==> src/rtl/note_player.sv <==
// Note RAM playback: fetches one note word per beat, decodes (string, fret)
// and drives a square-wave tone at the decoded pitch on audio_out.
module note_player #(
  parameter int unsigned ADDR_W    = 6,
  parameter int unsigned LAST_ADDR = 63,
  parameter int unsigned CLK_HZ    = 50000000
) (
  input  logic              clk,
  input  logic              resetn,
  input  logic              start,
  input  logic              stop,
  input  logic              beat,
  output logic [ADDR_W-1:0] ram_addr,
  input  logic [31:0]       ram_q,
  output logic [31:0]       note_word,
  output logic              note_valid,
  output logic              note_active,
  output logic [2:0]        string_sel,
  output logic [2:0]        fret,
  output logic              audio_out,
  output logic              playing,
  output logic              done
);

  localparam int unsigned NUM_PITCH = 29;

  // E2 * 2^(n/12), rounded to the nearest mHz
  function automatic longint unsigned freq_mhz(input int unsigned n);
    case (n)
      0:  return 64'd82407;
      1:  return 64'd87307;
      2:  return 64'd92499;
      3:  return 64'd97999;
      4:  return 64'd103826;
      5:  return 64'd110000;
      6:  return 64'd116541;
      7:  return 64'd123471;
      8:  return 64'd130813;
      9:  return 64'd138592;
      10: return 64'd146833;
      11: return 64'd155564;
      12: return 64'd164814;
      13: return 64'd174614;
      14: return 64'd184997;
      15: return 64'd195998;
      16: return 64'd207653;
      17: return 64'd220000;
      18: return 64'd233082;
      19: return 64'd246942;
      20: return 64'd261626;
      21: return 64'd277183;
      22: return 64'd293665;
      23: return 64'd311127;
      24: return 64'd329628;
      25: return 64'd349229;
      26: return 64'd369995;
      27: return 64'd391996;
      28: return 64'd415305;
      default: return 64'd82407;
    endcase
  endfunction

  function automatic longint unsigned half_calc(input int unsigned n);
    return (64'(CLK_HZ) * 64'd1000) / (64'd2 * freq_mhz(n));
  endfunction

  // The lowest pitch has the longest half period and sets the counter width
  localparam longint unsigned HALF_MAX = half_calc(0);
  localparam int unsigned     CNT_RAW  = $clog2(HALF_MAX + 64'd1);
  localparam int unsigned     CNT_W    = (CNT_RAW > 19) ? CNT_RAW : 19;
  localparam int unsigned     TBL_W    = NUM_PITCH * CNT_W;

  function automatic logic [TBL_W-1:0] build_tbl();
    logic [TBL_W-1:0] t;
    t = '0;
    for (int unsigned i = 0; i < NUM_PITCH; i++) begin
      t[i*CNT_W +: CNT_W] = CNT_W'(half_calc(i));
    end
    return t;
  endfunction

  localparam logic [TBL_W-1:0] HALF_TBL = build_tbl();

  typedef enum logic [2:0] {
    S_IDLE,
    S_ADDR,
    S_READ,
    S_HOLD,
    S_DONE
  } state_t;

  state_t state, state_d;
  logic   capture, abort, finish, addr_clr, addr_inc;

  logic             dec_active;
  logic [2:0]       dec_string, dec_fret;
  logic [4:0]       dec_open, dec_pitch;
  logic [CNT_W-1:0] dec_half;
  logic [CNT_W-1:0] half_reg, tone_cnt;

  // Lowest set bit of [29:0] selects the note; the descending loop lets it win
  always_comb begin
    dec_active = |ram_q[29:0];
    dec_string = '0;
    dec_fret   = '0;
    for (int i = 29; i >= 0; i--) begin
      if (ram_q[i]) begin
        dec_string = 3'(i % 6);
        dec_fret   = 3'(i / 6);
      end
    end
    case (dec_string)
      3'd1:    dec_open = 5'd5;
      3'd2:    dec_open = 5'd10;
      3'd3:    dec_open = 5'd15;
      3'd4:    dec_open = 5'd19;
      3'd5:    dec_open = 5'd24;
      default: dec_open = 5'd0;
    endcase
    dec_pitch = dec_open + {2'b00, dec_fret};
    dec_half  = HALF_TBL[32'(dec_pitch) * CNT_W +: CNT_W];
  end

  always_ff @(posedge clk or negedge resetn) begin
    if (!resetn) state <= S_IDLE;
    else         state <= state_d;
  end

  // Next state and datapath strobes; stop overrides everything outside IDLE
  always_comb begin
    state_d  = state;
    capture  = 1'b0;
    abort    = 1'b0;
    finish   = 1'b0;
    addr_clr = 1'b0;
    addr_inc = 1'b0;
    if (state != S_IDLE && stop) begin
      state_d = S_IDLE;
      abort   = 1'b1;
    end else begin
      case (state)
        S_IDLE: begin
          if (start && !stop) begin
            state_d  = S_ADDR;
            addr_clr = 1'b1;
          end
        end
        S_ADDR: state_d = S_READ;
        S_READ: begin
          state_d = S_HOLD;
          capture = 1'b1;
        end
        S_HOLD: begin
          if (beat) begin
            if (ram_addr == ADDR_W'(LAST_ADDR)) begin
              state_d = S_DONE;
              finish  = 1'b1;
            end else begin
              state_d  = S_ADDR;
              addr_inc = 1'b1;
            end
          end
        end
        S_DONE:  state_d = S_IDLE;
        default: state_d = S_IDLE;
      endcase
    end
  end

  always_ff @(posedge clk or negedge resetn) begin
    if (!resetn)       ram_addr <= '0;
    else if (addr_clr) ram_addr <= '0;
    else if (addr_inc) ram_addr <= ram_addr + ADDR_W'(1);
  end

  always_ff @(posedge clk or negedge resetn) begin
    if (!resetn) begin
      note_word   <= '0;
      note_valid  <= 1'b0;
      note_active <= 1'b0;
      string_sel  <= '0;
      fret        <= '0;
      half_reg    <= '0;
    end else if (capture) begin
      note_word   <= ram_q;
      note_valid  <= 1'b1;
      note_active <= dec_active;
      string_sel  <= dec_string;
      fret        <= dec_fret;
      half_reg    <= dec_half;
    end else if (abort) begin
      note_valid  <= 1'b0;
      note_active <= 1'b0;
      string_sel  <= '0;
      fret        <= '0;
    end else if (finish) begin
      note_valid  <= 1'b0;
      note_active <= 1'b0;
    end
  end

  // Tone generator; every capture restarts the phase, even for a repeated note
  always_ff @(posedge clk or negedge resetn) begin
    if (!resetn) begin
      tone_cnt  <= '0;
      audio_out <= 1'b0;
    end else if (capture || abort || finish || !(note_valid && note_active)) begin
      tone_cnt  <= '0;
      audio_out <= 1'b0;
    end else if (tone_cnt == half_reg - CNT_W'(1)) begin
      tone_cnt  <= '0;
      audio_out <= ~audio_out;
    end else begin
      tone_cnt  <= tone_cnt + CNT_W'(1);
    end
  end

  always_ff @(posedge clk or negedge resetn) begin
    if (!resetn) begin
      done    <= 1'b0;
      playing <= 1'b0;
    end else begin
      done    <= finish;
      playing <= (state_d != S_IDLE);
    end
  end

endmodule

==> config.mk <==
export PLATFORM = sky130hd
export DESIGN_NAME = note_player
export DESIGN_NICKNAME = d
export VERILOG_FILES = /design/src/rtl/note_player.sv
export SDC_FILE = /design/constraint.sdc
export NUM_CORES = 1
export LEC_CHECK = 0
export BUFFER_PORTS_ARGS = -buffer_cell sky130_fd_sc_hd__buf_2
export CORE_MARGIN = 1.5
export CORE_UTILIZATION = 60
export CTS_BUF_LIST = sky130_fd_sc_hd__clkbuf_8
export DETAILED_ROUTE_END_ITERATION = 6
export PLACE_DENSITY = 0.82
export SYNTH_ARGS = -nofsm -noshare
export SYNTH_HDL_FRONTEND = slang
export SYNTH_SLANG_ARGS = --single-unit
==> constraint.sdc <==
create_clock -name clk -period 3.75 [get_ports clk]
set_clock_uncertainty 0.15 [all_clocks]
set_input_delay 0.5625 -clock clk [delete_from_list [all_inputs] [get_ports clk]]
set_output_delay 0.5625 -clock clk [all_outputs]
set_load 0.02 [all_outputs]
==> summary.txt, run 1 <==
Synthesis
  – FF+latch count, synth: 90
  – Seq/Total Area, Yosys: 38.68%
  – Async SR Flop Fraction: 100.0%
  – Mapped Nets: 770
  – Synthesis Warnings: 0
  – Most used flip-flop cell after synthesis: dfrtp_1
  – Avg Cell Area, Syn: 8.097 sq um
  – EDFF count, synth: 0
  – Area of the mapped netlist: 5822 sq um
  – Syn Inst Count: 719
  – Synth cell types: 64

Setup path
  – FF-to-FF setup slack: 0.23 ns
  – RR Endpoint: tone_cnt[9]
  – Startpoint types: primary input
  – Crit. End Element: register
  – R2R depth: 9
  – Setup CP Type: in2reg
  – Worst Path Max Fanout: 6
  – Worst reg2reg startpoint: half_reg[3]
  – Worst Path Arrival: 3.94 ns
  – Critical Path RT: 3.85 ns

CTS
  – Worst-path clk slew: 0.09 ns
  – Clock tree buffer depth: 2
  – CTS root buffer: clkbuf_8
  – H-tree depth: 3
  – Worst skew pair latency: 0.38 ns
  – CTS Hold Buffers Added: 0
  – CTS tree: yes
  – Cts bufs inserted: 9
  – Clock Sinks: 90

Timing
  – Min Hold Slack: 0.2256 ns
  – TNS Setup: -0.2317 ns
  – Fmax: 0.2605 GHz
  – Min Tclk post-route: 3.839 ns
  – Worst Max-Slew Pin Slew: 1.127 ns
  – Final worst path period share: 102.4%
  – RSZ-0062 raised after global routing: yes
  – Relative slew margins: 24.89%
  – Final hold vios: 0
  – # setup viols final: 3
  – Slew Limit Fails: 0
  – Final worst-path setup slack: -0.08937 ns

Die
  – Starting density of the core: 62.41%
  – Die Width: 101.5 um
  – Top Ports: 86
  – Total die area: 10300 sq um
  – Die Span Y: 101.5 um
  – # rows: 35
  – Core area: 9328 sq um

Global routing
  – GR Overflow Total: 0
  – Total track usage: 35.41%
  – First-pass GRT wire length: 28.79 mm
  – Largest net degree at the start of global routing: 91
  – Vias in the first global route: 5982
  – Initial antenna violation count: 0

Status
  – Status: finished, violations left
  – Failing checks: negative setup slack

Detailed routing
  – Residual DRC: 0
  – First-pass detailed-route iteration total: 5
  – ANT nets after route: 0
  – Avg Vias per Cell: 6.076
  – Via Count: 6204
  – DR WL/cell: 17.71 um
  – Routed WL: 18.08 mm
  – DRT iter0 DRCs: 512

Place
  – Dpl hpwl: 13.03 mm
  – Post-place setup slack: -0.4824 ns
  – Port Buffer Count: 85
  – Placer congestion estimate: 0.9707

Finish
  – Syn-to-layout area delta: 28.99%
  – Share of layout cells above drive strength 1: 28.81%
  – Most frequent cells in the layout: 133 x nand2_1, 112 x buf_4, 90 x dfrtp_1
  – Largest register FFs: 32
  – Antenna cells: 0
  – Final nets: 938
  – Commonest non-fill, non-tap cell in the layout: nand2_1

Power
  – Total internal power: 2.078 mW
  – Peak supply drop: 0.0004030 V
  – Sw frac: 41.85%
  – Sequential share of power: 40.3%
  – P_leak: 3.533 nW
  – Clock group share of total power: 17.8%
  – Pwr Density: 475.9 nW/um^2
  – Switching pwr: 1.496 mW
  – Power consumption: 3.574 mW
  – Gate power share: 41.9%

Min path
  – Hold Path Class: in2async

Run
  – Max cap viols: 0
[metrics by stage]
step / util, % / area (sq um) / std cells
final: 80.51 / 7510 / 1021
after global routing: 80.51 / 7510 / 1021
after CTS: 79.50 / 7416 / 1021
after detailed placement: 76.94 / 7177 / 1004
after global placement: 76.94 / 7177 / 1004
after floorplan: - / 5933 / 719
[power by group through the flow]
stage / clock network (mW) / registers (mW) / logic [mW]
after floorplan: 0 / 1.59 / 0.747
after global placement: 0 / 1.43 / 1.40
after detailed placement: 0 / 1.45 / 1.45
after CTS: 0.648 / 1.43 / 1.47
after global routing: 0.686 / 1.47 / 1.62
final: 0.636 / 1.44 / 1.50
[area by class of cell]
cell class	instances	area, sq um
Tap cell	129	161.4
Multi-Input combinational cell	574	3537
Sequential cell	90	2252
Timing Repair Buffer	198	1314
Clock buffer	9	123.9
Clock inverter	7	63.81
Fill cell	606	1818
Inverter	14	57.56
[how the worst max path moves through the flow]
stage          startpoint            to  slack (ns)  cells past startpoint
2_1_floorplan   ram_q[12]  half_reg[14]       -0.34                     16
3_3_place_gp    ram_q[12]  half_reg[14]       -0.35                     15
3_5_place_dp     ram_q[9]  half_reg[14]       -0.48                     15
4_1_cts         ram_q[12]   half_reg[8]        0.01                     16
5_1_grt         ram_q[15]  half_reg[11]       -0.20                     17
6_report         ram_q[9]  half_reg[11]       -0.09                     17
[kinds of logic (layout without fill, tap and decap cells)]
| kind of cell | Yosys count | in the layout | share of synthesized area [%] |
|---|---|---|---|
| XOR/XNOR | 48 | 48 | 7.221 |
| adder cells (fa/ha/maj) | 14 | 14 | 3.138 |
| AND/OR/NAND/NOR | 342 | 342 | 27.14 |
| buffers and inverters | 55 | 228 | 3.804 |
| flip-flops | 90 | 90 | 38.68 |
| multiplexers | 12 | 12 | 2.128 |
| AO/OA/AOI/OAI | 158 | 158 | 17.88 |
[worst max-delay path, stage by stage]
cell and delay [ns]:
buf_2 0.13, nor4_2 0.35, o31ai_1 0.15, a21oi_1 0.28
nand2_2 0.15, xnor2_1 0.16, ha_2 0.20, fa_2 0.66
buf_12 0.14, inv_6 0.03, ha_4 0.17, nor2_1 0.32
inv_1 0.10, o21ai_0 0.16, nand3_1 0.11, o31ai_1 0.13
o211ai_1 0.13
[synthesized netlist by cell type, drive strengths merged (3+ instances only)]
library cell  count  area share [%]
nor2             78             5.0
mux2              3            0.58
a31oi            11             1.2
a21oi            28             2.4
o31ai             8             1.0
o21bai            3            0.39
o21a              3            0.39
o211ai           12             1.5
a22o              8             1.2
mux2i             9             1.5
nor4             15             1.7
clkbuf           33             2.1
inv              14            0.90
nand2           135             8.7
or3               7            0.75
a221oi            4            0.60
and2              6            0.64
a211oi            8             1.0
nand3            30             2.6
nand4             6            0.64
o22ai             3            0.32
nor2b            10             1.1
nand2b            8            0.86
buf               8            0.77
or4               5            0.64
and3             14             1.5
ha               13             2.8
o21ai            45             3.9
or2               3            0.32
nor3             17             1.5
xor2             20             3.0
xnor2            28             4.2
dfrtp            90              39
[per-layer routing]
layer  share of wire, %  global-route usage [%]  vias up
met5                  0                       0        -
met1                 42                   47.00     2994
met2                 49                   58.56      285
met3                6.5                   6.418       50
li1                   -                       -     2875
met4                2.1                   11.86        0
[what timing repair did]
item / CTS / global route
pin swaps: 1 / 8
resized for setup: 5 / 22
setup endpoints to repair: 3 / 18
setup buffers: 1 / 0
(Power assumes the default switching activity.)
==> inputs of run 2 (changes only) <==
- PLACE_DENSITY: 0.82 -> 0.81
==> summary.txt, run 2 (synthesis gave the netlist of run 1 again) <==
Status
  – Status: finished, violations left
  – Failing checks: negative setup slack

Global routing
  – Initial antenna violation count: 0 (unchanged)
  – Met1 usage: 48.17% (+1.2 points)
  – Largest net degree at the start of global routing: 44 (-52%)
  – GR peak layer: met2
  – GR Overflow Total: 0 (unchanged)
  – Total track usage: 37.51% (+2.1 points)
  – GR Layer Usage met2: 61.90% (+3.3 points)
  – Vias in the first global route: 6147 (+2.8%)
  – First-pass GRT wire length: 30.14 mm (+4.7%)
  – GR Layer Usage met3: 8.144% (+1.7 points)

Die
  – Total die area: 10300 sq um (unchanged)
  – Core area: 9328 sq um (unchanged)
  – Starting density of the core: 62.41% (unchanged)
  – Top Ports: 86 (unchanged)
  – Die Span Y: 101.5 um (unchanged)
  – # rows: 35 (unchanged)
  – Die Width: 101.5 um (unchanged)

Timing
  – TNS Setup: -0.05216 ns (+0.1795 ns)
  – Slew Limit Fails: 0 (unchanged)
  – Final hold vios: 0 (unchanged)
  – RSZ-0062 raised after global routing: yes
  – Min Tclk post-route: 3.802 ns (-0.03721 ns)
  – Relative slew margins: 39.49% (+15 points)
  – Final worst-path setup slack: -0.05216 ns (+0.03721 ns)
  – # setup viols final: 1 (-2)
  – Worst Max-Slew Pin Slew: 0.8824 ns (-0.2443 ns)
  – Final worst path period share: 101.4% (-0.99 points)
  – Fmax: 0.2630 GHz (+0.98%)

Place
  – Post-place setup slack: -0.4531 ns (+0.02932 ns)
  – Port Buffer Count: 85 (unchanged)
  – Dpl hpwl: 13.64 mm (+4.6%)
  – Placer congestion estimate: 0.9570 (-1.4%)
  – Placed cell count: 1011 (+0.70%)

Setup path
  – Setup CP Type: in2reg
  – Startpoint types: primary input
  – Critical Path RT: 3.85 ns (about the same)
  – Worst path max stage delay: 0.63 ns (-0.03 ns)
  – Worst Path Max Fanout: 5 (-1)
  – Worst Path Arrival: 3.90 ns (-0.04 ns)
  – Critical Path Slowest Stage Cell: fa_2
  – CP Cell Sequence: buf_2, nor4_2, o31ai_1, a21oi_1, nand2_1, xnor2_1, ha_2, fa_2, buf_12, clkinv_8, ha_4, buf_6, buf_4, and2_1, o21ai_0, nor4b_2, a211oi_1
  – Crit. End Element: register

Finish
  – Share of layout cells above drive strength 1: 29.98% (+1.2 points)
  – Antenna cells: 0 (unchanged)
  – Final nets: 950 (+1.3%)
  – Sequential Area: 2252 sq um (unchanged)
  – Syn-to-layout area delta: 31.01%
  – Fillcell total: 557 (-8.1%)
  – Most frequent cells in the layout: 132 x nand2_1, 120 x buf_4, 90 x dfrtp_1
  – Multi-input logic area: 3547 sq um (+0.28%)
  – Fin util: 81.77% (+1.3 points)
  – Largest register FFs: 32 (unchanged)
  – Finished Layout Cells: 1033 (+1.2%)
  – Commonest non-fill, non-tap cell in the layout: nand2_1

Power
  – P_leak: 3.602 nW (+1.9%)
  – Peak supply drop: 0.0003696 V (-8.3%)
  – Pwr Density: 473.0 nW/um^2 (-0.61%)

CTS
  – H-tree depth: 3 (unchanged)
  – Worst skew pair latency: 0.38 ns (about the same)
  – Clock Sinks: 90 (unchanged)
  – CTS root buffer: clkbuf_8
  – Worst-path clk slew: 0.10 ns (about the same)
  – Clock tree buffer depth: 2 (unchanged)
  – Cts bufs inserted: 9 (unchanged)
  – CTS tree: yes

Detailed routing
  – DR WL/cell: 18.92 um (+6.8%)
  – First-pass detailed-route iteration total: 6 (+1)
  – Avg Vias per Cell: 6.269 (+3.2%)
  – Routed WL: 19.54 mm (+8.1%)
  – DRT iter0 DRCs: 556 (+8.6%)
  – ANT nets after route: 0 (unchanged)
  – Residual DRC: 0 (unchanged)
  – Via Count: 6476 (+4.4%)

Run
  – Max cap viols: 0 (unchanged)

Min path
  – Hold Path Class: in2reg
-- run 2: cell types whose count changed in the layout (fill, tap and decap cells not counted), sizes merged --
cell,previous run,this run
clkinv,4,3
dlygate4sd3,0,1
buf,198,209
clkbuf,9,10
-- run 2: report_power, final --
group          leakage (nW)  internal (mW)  switching (mW)
clock network        0.0950          0.266           0.385
logic                  2.34          0.613           0.876
registers              1.17           1.22           0.250
-- run 2: worst max-delay path: cells and delay by family --
kind            cells  cell delay, ns
xor+xnor            1            0.17
buf+inv             5            0.56
fa+ha+maj           3            1.01
simple gates        4            0.96
compound gates      4            0.64
-- run 2: worst paths after layout --
path	startpoint	endpoint	slack, ns	depth (start not counted)
worst max register to register	half_reg[3]	tone_cnt[10]	0.17	9
worst min register to register	note_word[19]	note_word[19]	0.33	2
worst min-delay path	ram_q[31]	note_word[31]	0.22	3
worst max-delay path	ram_q[9]	half_reg[14]	-0.05	17
max in group asynchronous	resetn	half_reg[4]	2.13	3
min in group asynchronous	resetn	ram_addr[2]	0.47	2
-- run 2: metrics by stage --
stage	hold WS, ns	cell area [sq um]	power, mW
floorplan	0.1169	5933	2.339
global placement	0.3022	7229	2.834
detailed placement	0.3069	7229	2.901
CTS	0.2206	7456	3.555
global route	0.2239	7627	3.802
finish	0.2197	7627	3.608
-- run 2: layout make-up --
type,instances,area share (%)
Multi-Input combinational cell,574,46.51
Clock inverter,6,0.6070
Sequential cell,90,29.53
Clock buffer,10,1.804
Timing Repair Buffer,210,18.59
Inverter,14,0.8530
Tap cell,129,2.116
-- run 2: repair_timing --
item,4_1_cts,5_1_grt
pin swaps,1,12
gates resized for setup,2,31
cloned,0,0
endpoints found under the setup margin,8,18
hold endpoints to repair,27,0
hold buffers,1,0
buffers inserted,1,4
-- run 2: per-layer routing --
| layer | vias up | part of all wire [%] |
|---|---|---|
| li1 | 2898 | - |
| met1 | 3100 | 39 |
| met2 | 384 | 49 |
| met3 | 94 | 7.7 |
| met4 | 0 | 4.1 |
| met5 | - | 0 |
==> inputs of run 3 (changes only) <==
- ABC_AREA: unset -> 1
- CORE_UTILIZATION: 60 -> 59
==> summary.txt, run 3 <==
Detailed routing
  – Residual DRC: 0 (unchanged)
  – ANT nets after route: 0 (unchanged)
  – Avg Vias per Cell: 5.452 (-13%)
  – Via Count: 5572 (-14%)
  – Routed WL: 14.92 mm (-24%)
  – DR WL/cell: 14.60 um (-23%)
  – First-pass detailed-route iteration total: 5 (-1)
  – DRT iter0 DRCs: 334 (-40%)

Synthesis
  – Seq/Total Area, Yosys: 41.15% (+2.5 points)
  – Top post-synthesis cells by area: dfrtp_1 41%, nand2_1 15%, inv_1 6.0%
  – Synth cell types: 43 (-33%)
  – Most frequent cells after synthesis: 221 x nand2_1, 90 x dfrtp_1, 88 x inv_1
  – Post-Synth Adder-Cell Area: 3.338% (+0.20 points)
  – Synth Area in Compound Gates: 9.374% (-8.5 points)
  – Async SR Flop Fraction: 100.0% (unchanged)
  – Mux cell area share after synthesis: 0.1829% (-1.9 points)
  – Most used flip-flop cell after synthesis: dfrtp_1
  – Synthesized-area fraction occupied by and/or/nand/nor cells: 30.77% (+3.6 points)
  – Synthesis Warnings: 0 (unchanged)
  – Synth area leader: dfrtp_1
  – Post-synth top area share: 41.15% (+2.5 points)
  – Syn Inst Count: 753 (+4.7%)
  – Largest family of logic cells by synthesized area: simple AND/OR/NAND/NOR gates
  – Avg Cell Area, Syn: 7.268 sq um (-10%)
  – EDFF count, synth: 0 (unchanged)
  – Post-synthesis xor/xnor area fraction: 6.882% (-0.34 points)
  – FF+latch count, synth: 90 (unchanged)
  – Area of the mapped netlist: 5473 sq um (-6.0%)
  – Mapped Nets: 804 (+4.4%)
  – Count leader, synth: nand2_1

Finish
  – Commonest non-fill, non-tap cell in the layout: nand2_1
  – Share of layout cells above drive strength 1: 27.68% (-2.3 points)
  – Final nets: 960 (+1.1%)
  – Antenna cells: 0 (unchanged)
  – Largest register FFs: 32 (unchanged)
  – Finished Layout Cells: 1022 (-1.1%)
  – Most frequent cells in the layout: 207 x nand2_1, 90 x dfrtp_1, 82 x buf_2
  – Syn-to-layout area delta: 30.82%

Timing
  – Slew Limit Fails: 0 (unchanged)
  – Final worst-path setup slack: -0.2026 ns (-0.1504 ns)
  – RSZ-0062 raised after global routing: yes
  – Relative slew margins: 25.98% (-14 points)
  – # setup viols final: 16 (+15)
  – Worst Max-Slew Pin Slew: 1.110 ns (+0.2280 ns)
  – Final hold vios: 0 (unchanged)
  – Final worst path period share: 105.4% (+4.0 points)
  – TNS Setup: -1.636 ns (-1.584 ns)
  – Min Tclk post-route: 3.953 ns (+0.1504 ns)
  – Fmax: 0.2530 GHz (-3.8%)

Die
  – Starting density of the core: 61.85% (-0.56 points)
  – Core area: 8848 sq um (-5.1%)
  – Top Ports: 86 (unchanged)
  – Total die area: 9862 sq um (-4.3%)
  – # rows: 34 (-2.9%)
  – Die Span Y: 99.31 um (-2.2%)
  – Die Width: 99.31 um (-2.2%)

Setup path
  – Setup CP Type: in2reg
  – FF-to-FF setup slack: 0.30 ns (+0.13 ns)
  – Critical path origin: ram_q[28]
  – Worst Path Max Fanout: 6 (+1)
  – Critical Path RT: 3.89 ns (+0.04 ns)
  – Worst reg2reg startpoint: half_reg[0]
  – Startpoint types: primary input
  – RR Endpoint: tone_cnt[2]
  – Worst path max stage delay: 0.66 ns (+0.03 ns)
  – Crit. End Element: register
  – Crit path top cell by count: nand2_1
  – Worst Path Arrival: 4.09 ns (+0.19 ns)
  – Critical Path Slowest Stage Cell: fa_2
  – R2R depth: 16 (+7)
  – Worst Setup EP: half_reg[6]

CTS
  – Cts bufs inserted: 9 (unchanged)
  – Worst skew pair latency: 0.35 ns (-0.03 ns)
  – H-tree depth: 3 (unchanged)
  – CTS root buffer: clkbuf_8
  – CTS tree: yes
  – CTS Hold Buffers Added: 0 (-1)
  – Worst-path clk slew: 0.09 ns (about the same)
  – Clock tree buffer depth: 2 (unchanged)
  – Clock Sinks: 90 (unchanged)

Place
  – Port Buffer Count: 85 (unchanged)
  – Placer congestion estimate: 1.017 (+6.3%)
  – Dpl hpwl: 10.79 mm (-21%)
  – Post-place setup slack: -0.6273 ns (-0.1743 ns)
  – Placed cell count: 997 (-1.4%)

Global routing
  – GR Overflow Total: 0 (unchanged)
  – First-pass GRT wire length: 23.79 mm (-21%)
  – Total track usage: 29.91% (-7.6 points)
  – Largest net degree at the start of global routing: 91 (+110%)
  – Vias in the first global route: 5129 (-17%)
  – Initial antenna violation count: 0 (unchanged)

Power
  – Peak supply drop: 0.0004134 V (+12%)
  – Pwr Density: 552.3 nW/um^2 (+17%)
  – P_leak: 3.680 nW (+2.2%)

Status
  – Failing checks: negative setup slack
  – Status: finished, violations left

Run
  – Max cap viols: 0 (unchanged)

Min path
  – Hold Path Class: in2reg
  – Hold path startpoint: stop
## run 3: worst min-delay path by stage
| stage | endpoint | slack, ns | depth (start not counted) |
|---|---|---|---|
| floorplan | audio_out | 0.12 | 0 |
| global placement | note_word[30] | 0.31 | 2 |
| detailed placement | note_word[29] | 0.31 | 2 |
| CTS | state[2] | 0.22 | 2 |
| global route | state[2] | 0.23 | 2 |
| finish | state[2] | 0.24 | 2 |
## run 3: stage by stage
step / utilization (%) / instance area, sq um / hold WS (ns) / power, mW
after floorplan: - / 5603 / 0.1169 / 2.581
after global placement: 74.77 / 6616 / 0.3093 / 3.053
after CTS: 78.15 / 6915 / 0.2203 / 3.901
after global routing: 80.91 / 7159 / 0.2344 / 4.207
final: 80.91 / 7159 / 0.2403 / 3.954
after detailed placement: 74.77 / 6616 / 0.3134 / 3.125
## run 3: per-layer routing
layer | track usage [%] | wire (um) | up-vias
li1 | - | - | 2721
met1 | 40.07 | 6459 | 2610
met2 | 50.05 | 7239 | 206
met3 | 3.303 | 866 | 35
met4 | 11.92 | 357 | 0
met5 | 0 | 0 | -
## run 3: power breakdown
group	internal (mW)	switching (mW)
sequential	1.26	0.242
combinational	0.633	1.06
clock	0.383	0.371
## run 3: timing repair
item / 4_1_cts / 5_1_grt
pin swaps: 22 / 19
gates cloned: 0 / 2
endpoints found under the setup margin: 18 / 39
resized for setup: 19 / 44
setup buffers: 2 / 5
## run 3: final cells by class
class | instances | area (sq um)
multi-input combinational | 552 | 3070
sequential | 90 | 2252
fill | 590 | 1689
timing repair buffer | 164 | 1100
inverter | 92 | 377.9
tap | 108 | 135.1
clock buffer | 9 | 123.9
clock inverter | 7 | 100.1
## run 3: kinds of logic (layout without fill, tap and decap cells)
| logic type | Yosys count | in the layout |
|---|---|---|
| xor+xnor | 43 | 43 |
| mux | 1 | 1 |
| fa+ha+maj | 14 | 14 |
| flops | 90 | 90 |
| simple gates | 403 | 404 |
| compound gates | 90 | 90 |
| buf+inv | 112 | 272 |
## run 3: critical path, delay by kind of cell
kind	cells	cell delay, ns
fa+ha+maj	3	1.02
compound gates	1	0.14
simple gates	35	1.91
buf+inv	5	0.45
